### config.mk
export PLATFORM = sky130hd
export DESIGN_NAME = pipe_hazard_ctrl
export DESIGN_NICKNAME = d
export VERILOG_FILES = /design/src/rtl/pipe_hazard_ctrl.sv
export SDC_FILE = /design/constraint.sdc
export NUM_CORES = 1
export LEC_CHECK = 0
export ABC_AREA = 1
export CAP_MARGIN = 20
export CELL_PAD_IN_SITES_DETAIL_PLACEMENT = 0
export CELL_PAD_IN_SITES_GLOBAL_PLACEMENT = 1
export CORE_ASPECT_RATIO = 0.8
export CORE_UTILIZATION = 22
export DETAILED_ROUTE_END_ITERATION = 16
export PLACE_DENSITY_LB_ADDON = 0.12
export SLEW_MARGIN = 20
export SYNTH_ARGS = -nofsm -noshare
export SYNTH_HDL_FRONTEND = slang
export SYNTH_SLANG_ARGS = --single-unit
### constraint.sdc
create_clock -name clk -period 1.48 [get_ports clk]
set_input_delay 0.222 -clock clk [delete_from_list [all_inputs] [get_ports clk]]
set_output_delay 0.222 -clock clk [all_outputs]
set_load 0.01 [all_outputs]
### src/rtl/pipe_hazard_ctrl.sv
// pipe_hazard_ctrl: ID->EX stall/flush sequencer for load-use, redirect and iterative divide.
// Optional HAZARD_PERF_CNT_EN builds a 32-bit stall_pc cycle counter on stall_cycles.
`default_nettype none

module pipe_hazard_ctrl #(
    parameter int WIDTH_REGMARK = 5,
    parameter int DIV_CYCLES    = 33,
    parameter int CNT_W         = 6
) (
    input  logic                     clk,
    input  logic                     rst_n,
    input  logic                     id_valid,
    input  logic                     id_is_div,
    input  logic [WIDTH_REGMARK-1:0] id_rs1,
    input  logic [WIDTH_REGMARK-1:0] id_rs2,
    input  logic                     id_rs1_used,
    input  logic                     id_rs2_used,
    input  logic                     ex_is_load,
    input  logic                     ex_regwe,
    input  logic [WIDTH_REGMARK-1:0] ex_rd,
    input  logic                     ex_redirect,
    input  logic                     div_done,
    output logic                     stall_pc,
    output logic                     stall_if_id,
    output logic                     flush_if_id,
    output logic                     stop_ID,
    output logic                     inst_div,
    output logic                     div_start,
    output logic                     div_busy,
    output logic [31:0]              stall_cycles
);

    typedef enum logic [0:0] {
        IDLE    = 1'b0,
        DIV_RUN = 1'b1
    } state_t;

    // Last watchdog value before the count would reach DIV_CYCLES+2.
    localparam logic [CNT_W-1:0] WD_LAST = CNT_W'(DIV_CYCLES + 1);

    state_t           state, state_nxt;
    logic [CNT_W-1:0] wd, wd_nxt;
    logic             lu_hazard;
    logic             stall_pc_c, stall_if_id_c, flush_c, stop_c;
    logic             inst_div_c, div_start_c, div_busy_c;

    assign lu_hazard = ex_is_load && ex_regwe && (ex_rd != '0) && id_valid &&
                       ((id_rs1_used && (id_rs1 == ex_rd)) ||
                        (id_rs2_used && (id_rs2 == ex_rd)));

    always_comb begin
        state_nxt     = state;
        wd_nxt        = wd;
        stall_pc_c    = 1'b0;
        stall_if_id_c = 1'b0;
        flush_c       = 1'b0;
        stop_c        = 1'b0;
        inst_div_c    = 1'b0;
        div_start_c   = 1'b0;
        div_busy_c    = 1'b0;
        case (state)
            IDLE: begin
                if (ex_redirect) begin
                    flush_c = 1'b1;
                    stop_c  = 1'b1;
                end else if (lu_hazard) begin
                    stall_pc_c    = 1'b1;
                    stall_if_id_c = 1'b1;
                    stop_c        = 1'b1;
                end else if (id_valid && id_is_div) begin
                    inst_div_c    = 1'b1;
                    div_start_c   = 1'b1;
                    stall_pc_c    = 1'b1;
                    stall_if_id_c = 1'b1;
                    state_nxt     = DIV_RUN;
                    wd_nxt        = '0;
                end
            end
            DIV_RUN: begin
                // EX is occupied by the divide, so redirects cannot occur here.
                div_busy_c    = 1'b1;
                stall_pc_c    = 1'b1;
                stall_if_id_c = 1'b1;
                stop_c        = 1'b1;
                wd_nxt        = wd + 1'b1;
                if (div_done || (wd == WD_LAST)) begin
                    state_nxt = IDLE;
                    wd_nxt    = '0;
                end
            end
            default: begin
                state_nxt = IDLE;
                wd_nxt    = '0;
            end
        endcase
    end

    always_ff @(posedge clk or negedge rst_n) begin
        if (!rst_n) begin
            state <= IDLE;
            wd    <= '0;
        end else begin
            state <= state_nxt;
            wd    <= wd_nxt;
        end
    end

    // Outputs are combinational, so gate them to keep them quiet during reset.
    assign stall_pc    = rst_n && stall_pc_c;
    assign stall_if_id = rst_n && stall_if_id_c;
    assign flush_if_id = rst_n && flush_c;
    assign stop_ID     = rst_n && stop_c;
    assign inst_div    = rst_n && inst_div_c;
    assign div_start   = rst_n && div_start_c;
    assign div_busy    = rst_n && div_busy_c;

`ifdef HAZARD_PERF_CNT_EN
    logic [31:0] perf_q;

    always_ff @(posedge clk or negedge rst_n) begin
        if (!rst_n) begin
            perf_q <= '0;
        end else if (stall_pc) begin
            perf_q <= perf_q + 32'd1;
        end
    end

    assign stall_cycles = perf_q;
`else
    assign stall_cycles = '0;
`endif

endmodule

`default_nettype wire
==> results of run 1 <==
-- layer usage --
metal | share of wire | global-route usage
met2 | 0.48 | 0.157
met4 | 0 | 0.00794
met3 | 0.073 | 0.0349
met1 | 0.45 | 0.127
met5 | 0 | 0
-- stage by stage --
| stage | cells | hold WS [ns] | power [uW] | setup slack [ns] | area (um^2) |
|---|---|---|---|---|---|
| after CTS | 264 | 0.485 | 771 | -0.0704 | 1300 |
| after detailed placement | 252 | 0.500 | 508 | -0.794 | 1260 |
| final | 264 | 0.106 | 787 | 0.0796 | 1380 |
| after global placement | 252 | 0.481 | 508 | -0.757 | 1260 |
| after global routing | 264 | 0.122 | 861 | -0.0438 | 1380 |
| after floorplan | 190 | -0.0736 | 430 | 0.126 | 1060 |
-- flip-flops by register name, indices dropped and copies added (netlist names) --
register / count
state: 1
wd: 6
-- worst max-delay path by stage --
stage | slack [ns] | from | endpoint | depth (start not counted)
global route | -0.04 | ex_rd[2] | inst_div | 9
floorplan | 0.13 | ex_rd[3] | inst_div | 8
finish | 0.08 | ex_rd[3] | stall_pc | 10
global placement | -0.76 | ex_rd[3] | stall_pc | 10
CTS | -0.07 | ex_rd[3] | state$_DFF_PN0_ | 16
detailed placement | -0.79 | ex_rd[4] | inst_div | 10
-- synthesized netlist by cell type, drive strengths merged --
cell type  count
a21oi          1
a41oi          1
buf           34
conb           1
dfrtp          7
ha             2
inv           26
nand2         55
nand3         10
nand4          3
nor2          16
o21bai         1
or2            1
xor2           1
-- timing repair --
action                     in CTS  in global routing
pin swaps                      23                 26
resized for setup              87                 46
cloned                          0                  0
setup endpoints to repair       7                 14
buffers inserted                8                  1
-- report_power, final --
part           internal [uW]  switching [uW]
clock                    186            80.4
sequential               210            19.9
combinational            131             160
total                    527             260
-- area by class of cell --
cell class / count / share of cell area
timing repair buffer: 49 / 0.285
tap: 55 / 0.0498
sequential: 7 / 0.127
inverter: 26 / 0.0779
clock buffer: 4 / 0.0326
multi-input combinational: 123 / 0.428
-- worst max-delay path: stages --
cell	delay [ns]
buf_6	0.10
nand2_1	0.07
nand2_2	0.07
nor2_4	0.12
nand3_2	0.08
nand2_2	0.08
nand2_2	0.06
buf_6	0.12
a21oi_2	0.13
buf_2	0.14
-- logic make-up (layout without fill, tap and decap cells) --
logic type / count (synthesis) / after routing / share of synthesized area
xor+xnor: 1 / 1 / 0.00924
flops: 7 / 7 / 0.185
other cells: 1 / 32 / 0.00395
compound gates: 3 / 3 / 0.0224
fa+ha+maj: 2 / 2 / 0.0264
simple gates: 85 / 85 / 0.381
buf+inv: 60 / 79 / 0.372
==> results.sh, run 1 <==
export IMPL_path_max_fanout=2
export IMPL_reg2reg_slack_ns=0.14
export IMPL_p_leak_uw=0.000852
export IMPL_dr_pass1_iters=4
export IMPL_layout_commonest_cell="nand2_1"
export IMPL_dp_hpwl_um=1670
export IMPL_grt_pass1_vias=791
export IMPL_post_route_period_util=0.946
export IMPL_status="finished clean"
export IMPL_drt_wl_total_um=2120
export IMPL_fmax_mhz=714
export IMPL_drtAntennaViolNets=0
export IMPL_globalplace_congestion=0.783
export IMPL_drv_slew=0
export IMPL_hold_class="input port to async pin"
export IMPL_rows=20
export IMPL_clockBufferDepth=2
export IMPL_worstPathRequired_ns=1.26
export IMPL_synth_largest_area_cell="buf_4"
export IMPL_n_antenna_cell=0
export IMPL_num_io_pins=64
export IMPL_grt_max_degree=8
export IMPL_max_cap_violations=0
export IMPL_cts_hold_buf=0
export IMPL_period_needed_ns=1.40
export IMPL_r2r_end="state$_DFF_PN0_"
export IMPL_core_mm2=0.00395
export IMPL_overflow=0
export IMPL_drive_gt1_frac=0.344
export IMPL_synth_area_per_cell_um2=5.96
export IMPL_ir_drop_mv=0.288
export IMPL_setup_violations=0
export IMPL_synth_cell_types=18
export IMPL_reg2reg_depth=8
export IMPL_end_kind="primary output"
export IMPL_synth_top_cell_area_share=0.269
export IMPL_die_w_um=75.4
export IMPL_num_fill_cells=441
export IMPL_grt_usage=0.0961
export IMPL_drc=0
export IMPL_fin_util=0.349
export IMPL_wl_per_cell_um=8.05
export IMPL_power_density_mw_per_mm2=570
export IMPL_clockRootBuffer="clkbuf_8"
export IMPL_die_y_um=60.7
export IMPL_syn_cell_area_um2=948
export IMPL_post_drt_via_cell_ratio=3.69
export IMPL_multi_input_area_um2=591
export IMPL_crit_type="input port to primary output"
export IMPL_hold_violations=0
export IMPL_fin_tns_setup_ns=0
export IMPL_grt_pass1_wl_um=3350
export IMPL_synth_area_top_cells="buf_4 27%, nand2_1 21%, dfrtp_1 18%"
export IMPL_rsz0062_at_grt="true"
export IMPL_port_buffer_count=31
export IMPL_reg2reg_from="state$_DFF_PN0_"
export IMPL_synthToLayoutAreaGrowth_pct=45.6
export IMPL_cts_tree="built"
export IMPL_cts_max_level=1
export IMPL_die_area_mm2=0.00458
export IMPL_nNetsFinal=237
export IMPL_start_kind="input port"
export IMPL_synth_seq_cells=7
export IMPL_cts_buffers=3
export IMPL_drtIter0Drc=23
export IMPL_finClkSkew_ns=0.00418
export IMPL_ys_warn_count=0
export IMPL_final_cell_mix="47 x nand2_1, 32 x conb_1, 16 x inv_1, 16 x buf_4"
export IMPL_cts_sinks=7
export IMPL_worstPathArrival_ns=1.18
export IMPL_synth_cells=159
export IMPL_seq_area_um2=175
export IMPL_synth_yosys_seq_area_share=0.185
export IMPL_clkLatencyLatePin_ns=0.22
export IMPL_cts_reportedPaths_clkPinSlew_ns=0.04
export IMPL_dr_total_vias=973
export IMPL_initial_core_util=0.240
export IMPL_antenna_found_initial=0
No activity file was read; power rests on OpenSTA's default activity.
==> run 2: changes to the inputs <==
Settings changed: TNS_END_PERCENT from default to 1.
==> run 2 against run 1 <==
Sequential power about the same. Count of clock-buffer cells in the layout unchanged. Maximum frequency decreased by 1.7%. Worst setup slack got worse by 0.025 ns. Sequential cell count unchanged. Sequential share of layout area increased by 0.61 points. Design area decreased by 4.6%. Non-clock buffer count decreased by 4. Combinational power decreased by 6%. Utilization decreased by 1.6 points. Total power decreased by 2.1%. Largest cell class unchanged. Largest power group unchanged.
==> results.sh, run 2 (same netlist as run 1, synthesis figures left out) <==
export IMPL_path_delay_family="simple AND/OR/NAND/NOR gates"
export IMPL_drc=0
export IMPL_status="finished clean"
export IMPL_rows=20
export IMPL_n_antenna_cell=0
export IMPL_die_y_um=60.7
export IMPL_worstPathRequired_ns=1.26
export IMPL_reg2reg_depth=6
export IMPL_finClkSkew_ns=0.00440
export IMPL_cts_reportedPaths_clkPinSlew_ns=0.04
export IMPL_cts_buffers=3
export IMPL_drv_slew=0
export IMPL_drt_wl_total_um=2030
export IMPL_dr_total_vias=944
export IMPL_grt_max_degree=8
export IMPL_grt_usage=0.0926
export IMPL_nNetsFinal=233
export IMPL_overflow=0
export IMPL_slowest_stage="o21bai_1"
export IMPL_cp_cell_sequence="buf_8, inv_6, nand4_1, o21bai_1, inv_1, nand2_2, nand4_1, nor2_1, buf_2"
export IMPL_initial_core_util=0.240
export IMPL_period_needed_ns=1.43
export IMPL_core_mm2=0.00395
export IMPL_p_leak_uw=0.000821
export IMPL_top_register="wd"
export IMPL_cts_max_level=1
export IMPL_drive_gt1_frac=0.288
export IMPL_grt_pass1_wl_um=3220
export IMPL_largest_reg_flops=6
export IMPL_cts_sinks=7
export IMPL_setup_violations=0
export IMPL_cts_hold_buf=0
export IMPL_clockRootBuffer="clkbuf_8"
export IMPL_fin_tns_setup_ns=0
export IMPL_hold_violations=0
export IMPL_slowest_delay_ns=0.15
export IMPL_synthToLayoutAreaGrowth_pct=38.9
export IMPL_post_route_period_util=0.963
export IMPL_total_power_uw=771
export IMPL_layout_commonest_cell="nand2_1"
export IMPL_die_w_um=75.4
export IMPL_clockBufferDepth=2
export IMPL_path_max_fanout=4
export IMPL_port_buffer_count=31
export IMPL_antenna_found_initial=0
export IMPL_drtIter0Drc=39
export IMPL_cp_num_cells=9
export IMPL_power_density_mw_per_mm2=585
export IMPL_fmax_mhz=702
export IMPL_fin_cells=260
export IMPL_ir_drop_mv=0.286
export IMPL_crit_type="input port to primary output"
export IMPL_grt_pass1_vias=751
export IMPL_globalplace_congestion=0.783
export IMPL_start_kind="input port"
export IMPL_max_cap_violations=0
export IMPL_hold_class="input port to async pin"
export IMPL_post_drt_via_cell_ratio=3.63
export IMPL_worstPathArrival_ns=1.20
export IMPL_path_buf_inv=4
export IMPL_drtAntennaViolNets=0
export IMPL_cpMostUsedCell="nand4_1"
export IMPL_final_cell_mix="51 x nand2_1, 32 x conb_1, 19 x inv_1"
export IMPL_dp_hpwl_um=1670
export IMPL_wl_per_cell_um=7.81
export IMPL_placed_cells=252
export IMPL_die_area_mm2=0.00458
export IMPL_cts_tree="built"
export IMPL_rsz0062_at_grt="true"
export IMPL_reg_largest_list="wd: 6 flops, state: 1 flops"
export IMPL_dr_pass1_iters=4
export IMPL_num_io_pins=64
export IMPL_clkLatencyLatePin_ns=0.23
export IMPL_end_kind="primary output"
## run 2: changes by cell type in the layout (fill, tap and decap cells not counted), sizes merged
cell / before / now
clkdlybuf4s15: 4 / 3
dlygate4sd2: 1 / 3
clkbuf: 8 / 15
clkdlybuf4s50: 2 / 3
buf: 36 / 24
dlymetal6s2s: 2 / 1
## run 2: timing repair
action	4_1_cts	5_1_grt
gates cloned	0	0
setup endpoints to repair	7	10
pin swaps	10	19
setup buffers	5	0
resized for setup	53	58
## run 2: layout make-up
| class | instances | area (um^2) |
|---|---|---|
| clock buffer | 4 | 45.0 |
| tap | 55 | 68.8 |
| multi-input combinational | 123 | 563 |
| inverter | 26 | 110 |
| timing repair buffer | 45 | 355 |
| fill | 439 | 2640 |
| sequential | 7 | 175 |
## run 2: worst paths after layout
check,slack [ns],to,startpoint
min in group clk,0.51,wd[4]$_DFFE_PN0P_,wd[4]$_DFFE_PN0P_
worst max-delay path,0.05,div_start,ex_rd[2]
worst min register to register,0.51,wd[4]$_DFFE_PN0P_,wd[4]$_DFFE_PN0P_
worst min-delay path,0.10,state$_DFF_PN0_,rst_n
worst max register to register,0.15,wd[1]$_DFFE_PN0P_,wd[0]$_DFFE_PN0P_
max in group asynchronous,1.25,wd[2]$_DFFE_PN0P_,rst_n
## run 2: where the power goes
group          switching [uW]  leakage (uW)  internal [uW]
clock                    80.7     0.0000228            186
sequential               20.5     0.0000955            210
combinational             152      0.000703            121
## run 2: worst register-to-register path: cells and delay by family, from the launching register on
kind	cells	cell delay (ns)
simple gates	3	0.40
flops	1	0.38
compound gates	1	0.23
fa+ha+maj	1	0.20
buf+inv	1	0.08
## run 2: metal layers
layer  vias to the layer above  share of wire  track usage
li1                        502              -            -
met1                       397           0.46        0.124
met2                        45           0.46        0.148
met3                         0          0.079       0.0349
met4                         0              0      0.00794
met5                         -              0            0
## run 2: metrics by stage
stage	utilization	worst slack, ns	cell area [um^2]	hold WS [ns]
2_1_floorplan	-	0.126	1060	-0.0736
3_3_place_gp	0.320	-0.757	1260	0.481
3_5_place_dp	0.320	-0.794	1260	0.500
4_1_cts	0.333	-0.172	1320	0.485
5_1_grt	0.333	-0.0697	1320	0.122
6_report	0.333	0.0549	1320	0.105
==> run 3: changes to the inputs <==
Settings changed: GPL_ROUTABILITY_DRIVEN from default to 0.
==> results of run 3 <==
No change in the layout: final DEF, timing and power equal those of run 2.
